### config.mk
export PLATFORM = sky130hd
export DESIGN_NAME = clip_record_controller
export DESIGN_NICKNAME = d
export VERILOG_FILES = /design/src/rtl/clip_record_controller.sv
export SDC_FILE = /design/constraint.sdc
export NUM_CORES = 1
export LEC_CHECK = 0
export CAP_MARGIN = 40
export CORE_UTILIZATION = 56
export DETAILED_ROUTE_END_ITERATION = 8
export HOLD_SLACK_MARGIN = 0.06
export PLACE_DENSITY = 0.81
export SYNTH_ARGS = -nofsm -noshare
export SYNTH_HDL_FRONTEND = slang
export SYNTH_SLANG_ARGS = --single-unit
### constraint.sdc
create_clock -name clock -period 3.5 [get_ports clock]
set_input_delay 0.525 -clock clock [delete_from_list [all_inputs] [get_ports clock]]
set_output_delay 0.525 -clock clock [all_outputs]
set_load 0.005 [all_outputs]
### src/rtl/clip_record_controller.sv
// Record/playback sequencer for NUM_CLIPS clips of CLIP_SAMPLES samples each.
// Define LOOP_PLAY_EN to make playback loop until aborted or stopped by a new play_req.
module clip_record_controller #(
  parameter int NUM_CLIPS    = 4,
  parameter int CLIP_SAMPLES = 16000,
  parameter int CLIP_W       = $clog2(NUM_CLIPS),
  parameter int SAMP_W       = $clog2(CLIP_SAMPLES),
  parameter int ADDR_W       = CLIP_W + SAMP_W
) (
  input  logic                 clock,
  input  logic                 reset_n,
  input  logic                 record_req,
  input  logic                 play_req,
  input  logic                 abort,
  input  logic [CLIP_W-1:0]    clip_sel,
  input  logic                 sample_tick,
  output logic [ADDR_W-1:0]    mem_addr,
  output logic                 mem_we,
  output logic                 mem_re,
  output logic                 deseriena,
  output logic                 seriena,
  output logic                 busy,
  output logic                 done,
  output logic                 play_err,
  output logic [NUM_CLIPS-1:0] clip_valid
);

  localparam logic [1:0] IDLE   = 2'd0;
  localparam logic [1:0] RECORD = 2'd1;
  localparam logic [1:0] PLAY   = 2'd2;
  localparam logic [1:0] FINISH = 2'd3;

  localparam logic [SAMP_W-1:0] LAST_IDX = SAMP_W'(CLIP_SAMPLES - 1);

  logic [1:0]        state;
  logic [SAMP_W-1:0] counter;
  logic [CLIP_W-1:0] clip;

  // Every output is registered and computed for the state being entered.
  always_ff @(posedge clock or negedge reset_n) begin
    if (!reset_n) begin
      state      <= IDLE;
      counter    <= '0;
      clip       <= '0;
      mem_addr   <= '0;
      mem_we     <= 1'b0;
      mem_re     <= 1'b0;
      deseriena  <= 1'b0;
      seriena    <= 1'b0;
      busy       <= 1'b0;
      done       <= 1'b0;
      play_err   <= 1'b0;
      clip_valid <= '0;
    end else begin
      mem_we   <= 1'b0;
      mem_re   <= 1'b0;
      done     <= 1'b0;
      play_err <= 1'b0;
      case (state)
        IDLE: begin
          if (!abort) begin
            if (record_req) begin
              clip                 <= clip_sel;
              counter              <= '0;
              clip_valid[clip_sel] <= 1'b0;
              state                <= RECORD;
              deseriena            <= 1'b1;
              busy                 <= 1'b1;
            end else if (play_req) begin
              if (clip_valid[clip_sel]) begin
                clip    <= clip_sel;
                counter <= '0;
                state   <= PLAY;
                seriena <= 1'b1;
                busy    <= 1'b1;
              end else begin
                play_err <= 1'b1;
              end
            end
          end
        end
        RECORD: begin
          if (abort) begin
            state     <= IDLE;
            deseriena <= 1'b0;
            busy      <= 1'b0;
          end else if (sample_tick) begin
            mem_we   <= 1'b1;
            mem_addr <= {clip, counter};
            if (counter == LAST_IDX) begin
              clip_valid[clip] <= 1'b1;
              state            <= FINISH;
              deseriena        <= 1'b0;
              busy             <= 1'b0;
              done             <= 1'b1;
            end else begin
              counter <= counter + 1'b1;
            end
          end
        end
        PLAY: begin
          if (abort) begin
            state   <= IDLE;
            seriena <= 1'b0;
            busy    <= 1'b0;
`ifdef LOOP_PLAY_EN
          end else if (play_req) begin
            state   <= FINISH;
            seriena <= 1'b0;
            busy    <= 1'b0;
            done    <= 1'b1;
`endif
          end else if (sample_tick) begin
            mem_re   <= 1'b1;
            mem_addr <= {clip, counter};
            if (counter == LAST_IDX) begin
`ifdef LOOP_PLAY_EN
              counter <= '0;
`else
              state   <= FINISH;
              seriena <= 1'b0;
              busy    <= 1'b0;
              done    <= 1'b1;
`endif
            end else begin
              counter <= counter + 1'b1;
            end
          end
        end
        default: begin
          state <= IDLE;
        end
      endcase
    end
  end

endmodule
# Word level (Yosys, flattened, before mapping)
# Cells that the tools add are included.
[totals]
regBits = 45
wordCells = 118
input_bits = 8
[classes]
addsub = 1
n_eq_ne = 22
order_cmp = 4
mux = 58
bitwise = 4
n_reduce_logical = 17
[ops]
columns = ["op", "count"]
rows = [
  ["$mux W14", 7],
  ["$pmux W14 S2", 1],
  ["$mux W1", 27],
  ["$mux W2", 10],
  ["$mux W4", 5],
  ["$ne A2 B2 Y1 const B", 10],
  ["$ne A3 B3 Y1 const B", 6],
  ["$add A14 B1 Y14 const B", 1],
  ["$eq A14 B14 Y1 const B", 1],
  ["$reduce_and A7 Y1", 2],
  ["$reduce_and A6 Y1", 2],
  ["$reduce_and A5 Y1", 2],
  ["$reduce_bool A2 Y1", 5],
  ["$pmux W4 S2", 1],
  ["$lt A2 B3 Y1 const B", 2],
  ["$ne A3 B1 Y1 const B", 2],
  ["$pmux W1 S2", 3],
  ["$and A4 B4 Y4", 1],
  ["$demux W1 S2", 2],
  ["$ge A2 B1 Y1 const B", 2],
  ["$not A4 Y4", 1],
  ["$or A4 B4 Y4", 1],
  ["$pmux W2 S2", 1],
  ["$reduce_and A4 Y1", 1],
  ["9 further kinds", 10],
]

# Longest topological paths before layout
# Gate-level depths: netlist (run 1).
[logic_depth]
depth_word = 9
depth_mapped = 9
ltp_nobuf = 7

# Worst setup path after synthesis (run 1)
# Ideal clock, no wire load.
[synth_timing]
path_type = "register to register"
start = "register state[0]"
end = "register counter[12]"
setup_time_ns = 0.074
slack_ns = 1.419
arrival_ns = 2.006
stages_incl_launch_ff = 9
path_cell_list = "dfrtp_1 > inv_1 > ha_1 > clkbuf_1 > nand3_1 > or3_1 > buf_2 > or3_1 > o21ai_2"
[synth_between]
elab_chain_cells = 4
elab_cells_between_ends = 13
classes_between = "eq/ne (8); mux (1); reduce/logical (4)"
[synth_rtl]
columns = ["element", "line_no", "rtl"]
rows = [
  ["from (decl)", "35", "logic [1:0] state;"],
  ["from (signal assigned)", "42", "state <= IDLE;"],
  ["from (signal assigned)", "66", "state <= RECORD;"],
  ["from (signal assigned)", "73", "state <= PLAY;"],
  ["$eq A2 B2 Y1 / $eq A2 B1 Y1 (equally long branches)", "59", "case (state)"],
  ["$reduce_or A2 Y1 (no source line)", "-", ""],
  ["$ne A2 B2 Y1 (no source line) (tied with other cells)", "-", ""],
  ["$reduce_and A7 Y1 (no source line)", "-", ""],
  ["to (signal assigned)", "97", "counter <= counter + 1'b1;"],
  ["to (signal assigned)", "126", "counter <= counter + 1'b1;"],
  ["to (decl)", "36", "logic [SAMP_W-1:0] counter;"],
]
# Several ways; a longest one is shown, not always the timed one.
# A chain may end at the register's enable or synchronous reset.

# Worst setup path after layout (run 1)
[layout_timing]
start = "input port clip_sel[0]"
end = "register counter[7]"
[layout_between]
elab_chain_cells = 4
[layout_rtl]
columns = ["element", "line_no", "rtl"]
rows = [
  ["from (decl)", "15", "input logic [CLIP_W-1:0] clip_sel,"],
  ["$bmux W1 S2", "70", "if (clip_valid[clip_sel]) begin"],
  ["$mux W1 (not written as such)", "70", ""],
  ["$ne A3 B3 Y1 (no source line)", "-", ""],
  ["$reduce_and A7 Y1 (no source line)", "-", ""],
]
# No other way between the ends. The select of a mux whose other input is x is not followed.

==> impl_metrics.yaml, run 1 <==
yosys:
  synth_xor_area_share_pct: 0
  async_reset_ff_share_pct: 100
  syn_nets: 223
  synth.area.top_cells: "dfrtp_1, mux2_2, ha_1"
  synthMuxAreaShare_pct: 9.41
  yosys_warnings: 0
  synth-main-ff-cell: "dfrtp_1"
  yosys.area_share.simple_pct: 18.8
  synth_area_per_cell_um2: 10.8
  yosysTopAreaCellShare_pct: 49.8
  yosysSeqAreaShare_pct: 49.8
  synth-compound-area-share_pct: 15.7
  synthAdderAreaFrac_pct: 2.77
  syn_inst: 210
  syn_area_mm2: 0.00226
  synth-seq-cells: 45
  synth_top_family_by_area: "simple AND/OR/NAND/NOR gates"
  synth_top_area_cell: "dfrtp_1"
  synth_edf_count: 0
  yosys.cell_types.count: 50
critical_path:
  end_kind: "flip-flop"
  cp_slowest_cell: "mux4_2"
  cp_max_fo: 7
  critical_path_arrival_ns: 2.74
  worstSetupPathType: "in -> reg"
  start_kind: "primary input"
  required_ns: 3.68
  critPathMaxStageDelay_ns: 0.62
  path_cells: "clkdlybuf4s50_1 -> mux4_2 -> a211oi_4 -> or3_1 -> nor3_1 -> a211o_1"
pwr:
  powerDensity_mw_per_mm2: 567
  ir_drop_mv: 0.368
  pwr-share-clk_pct: 25.0
  seqPwrFrac_pct: 41.6
  combPwrFrac_pct: 33.4
  p_switching_uw: 521
  internal-power_uw: 1040
  leakage_uw: 0.00123
  switching_share_pct: 33.4
floorplan:
  die_w_um: 65.5
  row_count: 22
  fp.dieH_um: 65.5
  initial_core_util_pct: 59.9
  core_mm2: 0.00377
  dieArea_mm2: 0.00429
  io_pins: 35
sta:
  setup-tns-final_ns: 0
  slew_headroom_pct: 62.3
  max_freq_mhz: 391
  setup_viol: 0
  rsz0062_at_grt: "no"
  clock_skew_ns: 0.0121
  min_period_ns: 2.56
  tightest_slew_ns: 0.566
  report.final.slew_viol_count: 0
  finalCritPeriodShare_pct: 73.2
  hold_viol: 0
final_layout:
  multi_input_area_mm2: 0.00106
  num-fill-cells: 275
  area_growth_pct: 21.9
  instances_no_fill: 292
  antenna_cells: 0
  post-route-cell-area_mm2: 0.00275
  layout.nets: 256
  ff_latch_area_mm2: 0.00113
  utilization_pct: 73.0
  layout-drive-gt1-share_pct: 14.3
detailed_routing:
  wl_met1_um: 2100
  first_iter_violations: 88
  dr_wl_met2_um: 2240
  drt-wirelength-per-cell_um: 15.6
  firstDrtPassIters: 4
  highest_layer: "met4"
  via_per_inst: 5.93
  antenna_left: 0
  wl_met3_um: 163
  drc_errors: 0
  wirelength_um: 4550
  routed-via-count: 1733
placed_design:
  port_buffers: 34
  post_dp_cell_area_mm2: 0.00264
  place.gp.congestion: 0.875
  dp_cells: 284
  post-dp-hpwl_um: 3320
status:
  outcome: "complete, no violations"
clock_network:
  post-cts-setup-buffers: 0
  clock-root-buffer: "clkbuf_8"
  numClockSinks: 45
  clk_pin_slew_ns: 0.09
  cts_tree: "yes"
  clock_latency_ns: 0.30
  holdBufCountCts: 0
  cts_max_path_buffers: 2
  ctsResizeCount: 0
  cts_inserted_buffers: 5
  htree_levels: 2
hold_path:
  hp-class: "in -> async"
global_route:
  grt_util_all_layers_pct: 24.0
  grt_pass1_vias: 1696
  grt_pass1_wl_um: 7770
  grt_overflow_total: 0
  grt_max_degree: 31
  antenna_found_initial: 0
flow_run:
  drv_cap: 0
-- power groups by stage --
stage          logic [uW]  registers [uW]  clock network, uW
2_1_floorplan         349             652                  0
3_3_place_gp          507             658                  0
3_5_place_dp          519             660                  0
4_1_cts               523             650                398
5_1_grt               576             661                420
6_report              521             650                390
-- per-layer routing --
layer  track usage, %  up-vias
met5                0        -
met4             8.70        0
met3             4.86        5
met2             38.9       33
met1             31.6      860
li1                 -      835
-- worst paths after layout --
check / start / end / slack (ns) / depth (start not counted)
min reg2reg: mem_addr[12]$_DFFE_PN0P_ / mem_addr[12]$_DFFE_PN0P_ / 0.50 / 2
max: clip_sel[0] / counter[7]$_DFFE_PN0P_ / 0.94 / 6
min in group clock: mem_addr[12]$_DFFE_PN0P_ / mem_addr[12]$_DFFE_PN0P_ / 0.50 / 2
max reg2reg: state[1]$_DFFE_PN0P_ / counter[13]$_DFFE_PN0P_ / 1.04 / 7
min: reset_n / mem_addr[4]$_DFFE_PN0P_ / 0.12 / 1
max in group asynchronous: reset_n / mem_addr[5]$_DFFE_PN0P_ / 2.89 / 2
-- critical path, delay by kind of cell --
kind	cells	cell delay, ns
mux	1	0.62
buf+inv	1	0.59
compound gates	2	0.58
simple gates	2	0.42
-- sequential cells by signal, summed over array words and instances (netlist names) --
register	flops
done	1
seriena	1
clip	2
mem_addr	16
mem_we	1
play_err	1
mem_re	1
counter	14
clip_valid	4
state	2
busy	1
deseriena	1
-- layout by cell type, fill, tap and decap left out, drive strengths merged, types with 4 or more instances in the layout --
cell type and n:
dfrtp 45, clkdlybuf4s50 33, nand2 16, mux2 16, o21ai 13, nor2 12, inv 9, a21oi 9
nand3 9, nor3 6, ha 5, clkbuf 5, nand4 4, and2 4, a211o 4, a31oi 4
a21o 4
-- layout make-up --
class | instances | share of cell area (%)
Clock buffer | 5 | 2.50
Sequential cell | 45 | 40.9
Timing Repair Buffer | 36 | 13.2
Inverter | 9 | 1.23
Multi-Input combinational cell | 146 | 38.3
Tap cell | 48 | 2.18
Clock inverter | 3 | 1.68
-- cells in the mapped netlist (3+ instances only) --
cell and instances:
nor2_1 12, clkbuf_1 5, o21ai_0 11, ha_1 5
dfrtp_1 45, a211o_1 4, nand3_1 8, inv_1 9
a21o_1 4, and2_1 4, nor3_1 6, nand2_1 16
a22o_1 3, a31oi_1 4, mux2_2 16, nand4_1 4
and3_1 3, or3_1 3, a21oi_1 9, o211ai_1 3
-- kinds of logic (layout without fill, tap and decap cells) --
| logic type | count (synthesis) | in the layout |
|---|---|---|
| and+or+nand+nor | 73 | 73 |
| DFF | 45 | 45 |
| buffers and inverters | 19 | 53 |
| AOI/OAI and AO/OA | 50 | 50 |
| adders and majority gates | 5 | 5 |
| muxes | 18 | 18 |
-- stage by stage --
stage                     setup slack (ns)  hold slack [ns]  power, uW
after CTS                            0.949            0.135       1570
after global placement               0.750            0.463       1160
after global routing                 0.869            0.144       1660
after detailed placement             0.665            0.464       1180
after floorplan                       1.42            0.229       1000
final                                0.939            0.125       1560
Power figures use the tool's default switching activity.
==> inputs of run 2 (changes only) <==
--- a/config.mk
+++ b/config.mk
@@ -6,10 +6,10 @@
 export NUM_CORES = 1
 export LEC_CHECK = 0
 export CAP_MARGIN = 40
-export CORE_UTILIZATION = 56
+export CORE_UTILIZATION = 48
 export DETAILED_ROUTE_END_ITERATION = 8
 export HOLD_SLACK_MARGIN = 0.06
-export PLACE_DENSITY = 0.81
+export PLACE_DENSITY = 0.73
 export SYNTH_ARGS = -nofsm -noshare
 export SYNTH_HDL_FRONTEND = slang
 export SYNTH_SLANG_ARGS = --single-unit
==> constraint.sdc (replaced) <==
create_clock -name clock -period 2.35 [get_ports clock]
set_input_delay 0.3525 -clock clock [delete_from_list [all_inputs] [get_ports clock]]
set_output_delay 0.3525 -clock clock [all_outputs]
set_load 0.005 [all_outputs]
==> run 2 against run 1 <==
The flow now finishes with violations (DRC). Total power increased by 48%. Hold slack improved by 0.0012 ns. Die area increased by 16%. First-iteration DRC count increased by 34%. Combinational power increased by 67%. Clock skew decreased by 0.0063 ns. Non-clock buffer count increased by 10. Via count increased by 3.8%. Final cell count increased by 4.8%. Highest routed layer unchanged.
==> impl_metrics.yaml, run 2 (same netlist as run 1, synthesis figures left out) <==
clock_network:
  clock_latency_ns: 0.30
  clock-root-buffer: "clkbuf_8"
  numClockSinks: 45
  holdBufCountCts: 0
  cts_inserted_buffers: 5
  htree_levels: 2
  post-cts-setup-buffers: 0
  cts_max_path_buffers: 2
  clk_pin_slew_ns: 0.09
  cts_tree: "yes"
  ctsResizeCount: 0
detailed_routing:
  drc_errors: 7
  drt-wirelength-per-cell_um: 15.4
  wirelength_um: 4710
  antenna_left: 0
  routed-via-count: 1798
  firstDrtPassIters: 6
  via_per_inst: 5.88
  first_iter_violations: 118
critical_path:
  required_ns: 2.53
  rrSetupSlack_ns: 0.25
  worstSetupPathType: "in -> reg"
  cp_slowest_cell: "mux4_2"
  path_cells: "clkdlybuf4s50_1 -> mux4_2 -> a211oi_4 -> or3_1 -> nor3_1 -> a211o_1"
  end_kind: "flip-flop"
  path_buf_inv: 1
  critical_path_arrival_ns: 2.30
  cp_max_fo: 7
  critPathMaxStageDelay_ns: 0.58
  start_kind: "primary input"
  path_delay_family: "multiplexers"
floorplan:
  initial_core_util_pct: 50.8
  die_w_um: 70.6
  core_mm2: 0.00444
  io_pins: 35
  row_count: 24
  fp.dieH_um: 70.6
  dieArea_mm2: 0.00499
final_layout:
  post-route-cell-area_mm2: 0.00279
  num-fill-cells: 379
  largest_reg_flops: 16
  final_common_cell: "dfrtp_1"
  area_growth_pct: 23.6
  layout.nets: 266
  largest-register: "mem_addr"
  reg.largest.list: "mem_addr: 16 flops, counter: 14 flops, clip_valid: 4 flops"
  antenna_cells: 0
  utilization_pct: 62.9
  layout-drive-gt1-share_pct: 17.3
  multi_input_area_mm2: 0.00106
  ff_latch_area_mm2: 0.00113
  final_cell_mix: "dfrtp_1, clkdlybuf4s50_1, nand2_1, mux2_2"
sta:
  rsz0062_at_grt: "no"
  clock_skew_ns: 0.00581
  report.final.slew_viol_count: 0
  finalCritPeriodShare_pct: 90.1
  tightest_slew_ns: 0.556
  setup_viol: 0
  hold_slack_ns: 0.126
  min_period_ns: 2.12
  hold_viol: 0
  max_freq_mhz: 472
  slew_headroom_pct: 62.9
hold_path:
  hp-class: "in -> async"
placed_design:
  post_dp_cell_area_mm2: 0.00271
  place.gp.congestion: 0.859
  port_buffers: 34
  post-dp-hpwl_um: 3330
global_route:
  grt_overflow_total: 0
  gr-usage-met1_pct: 29.7
  grt_pass1_vias: 1706
  grt_util_all_layers_pct: 20.5
  use_met2_pct: 31.0
  busiest_layer: "met2"
  grt_max_degree: 46
  met3_usage_pct: 3.99
  grt_pass1_wl_um: 8050
  antenna_found_initial: 0
pwr:
  ir_drop_mv: 0.632
  power_uw: 2310
  powerDensity_mw_per_mm2: 828
  leakage_uw: 0.00125
status:
  outcome: "finished, violations left"
  violations: "DRC"
flow_run:
  drv_cap: 0
-- run 2: metrics by stage --
stage	setup WS, ns	setup TNS (ns)	std cells
global placement	-0.0430	-0.0858	298
CTS	0.251	0	306
floorplan	0.269	0	210
detailed placement	-0.0802	-0.221	298
global route	0.144	0	306
finish	0.232	0	306
-- run 2: worst paths after layout --
path	depth (start not counted)	from	to
hold reg to reg	2	mem_addr[12]$_DFFE_PN0P_	mem_addr[12]$_DFFE_PN0P_
hold / removal	2	reset_n	mem_addr[1]$_DFFE_PN0P_
max in group asynchronous	2	reset_n	clip_valid[0]$_DFFE_PN0P_
setup reg to reg	6	counter[1]$_DFFE_PN0P_	counter[8]$_DFFE_PN0P_
min in group clock	2	mem_addr[12]$_DFFE_PN0P_	mem_addr[12]$_DFFE_PN0P_
setup / recovery	6	clip_sel[0]	counter[8]$_DFFE_PN0P_
-- run 2: power by group --
group / switching (uW) / internal, uW
clock network: 266 / 210
registers: 91.2 / 877
logic: 455 / 414
total: 812 / 1500
-- run 2: layer usage --
layer  wire length (um)  vias to the layer above  part of all wire [%]
met5                  0                        -                     0
met4                 55                        0                   1.2
met3                155                        6                   3.3
met2               2220                       38                    47
met1               2270                      897                    48
li1                   -                      857                     -
-- run 2: final cells by class --
cell class / instances / area share, %
Tap cell: 52 / 2.33
Multi-Input combinational cell: 146 / 37.8
Sequential cell: 45 / 40.3
Inverter: 9 / 1.21
Clock inverter: 2 / 0.537
Timing Repair Buffer: 46 / 15.2
Clock buffer: 6 / 2.60
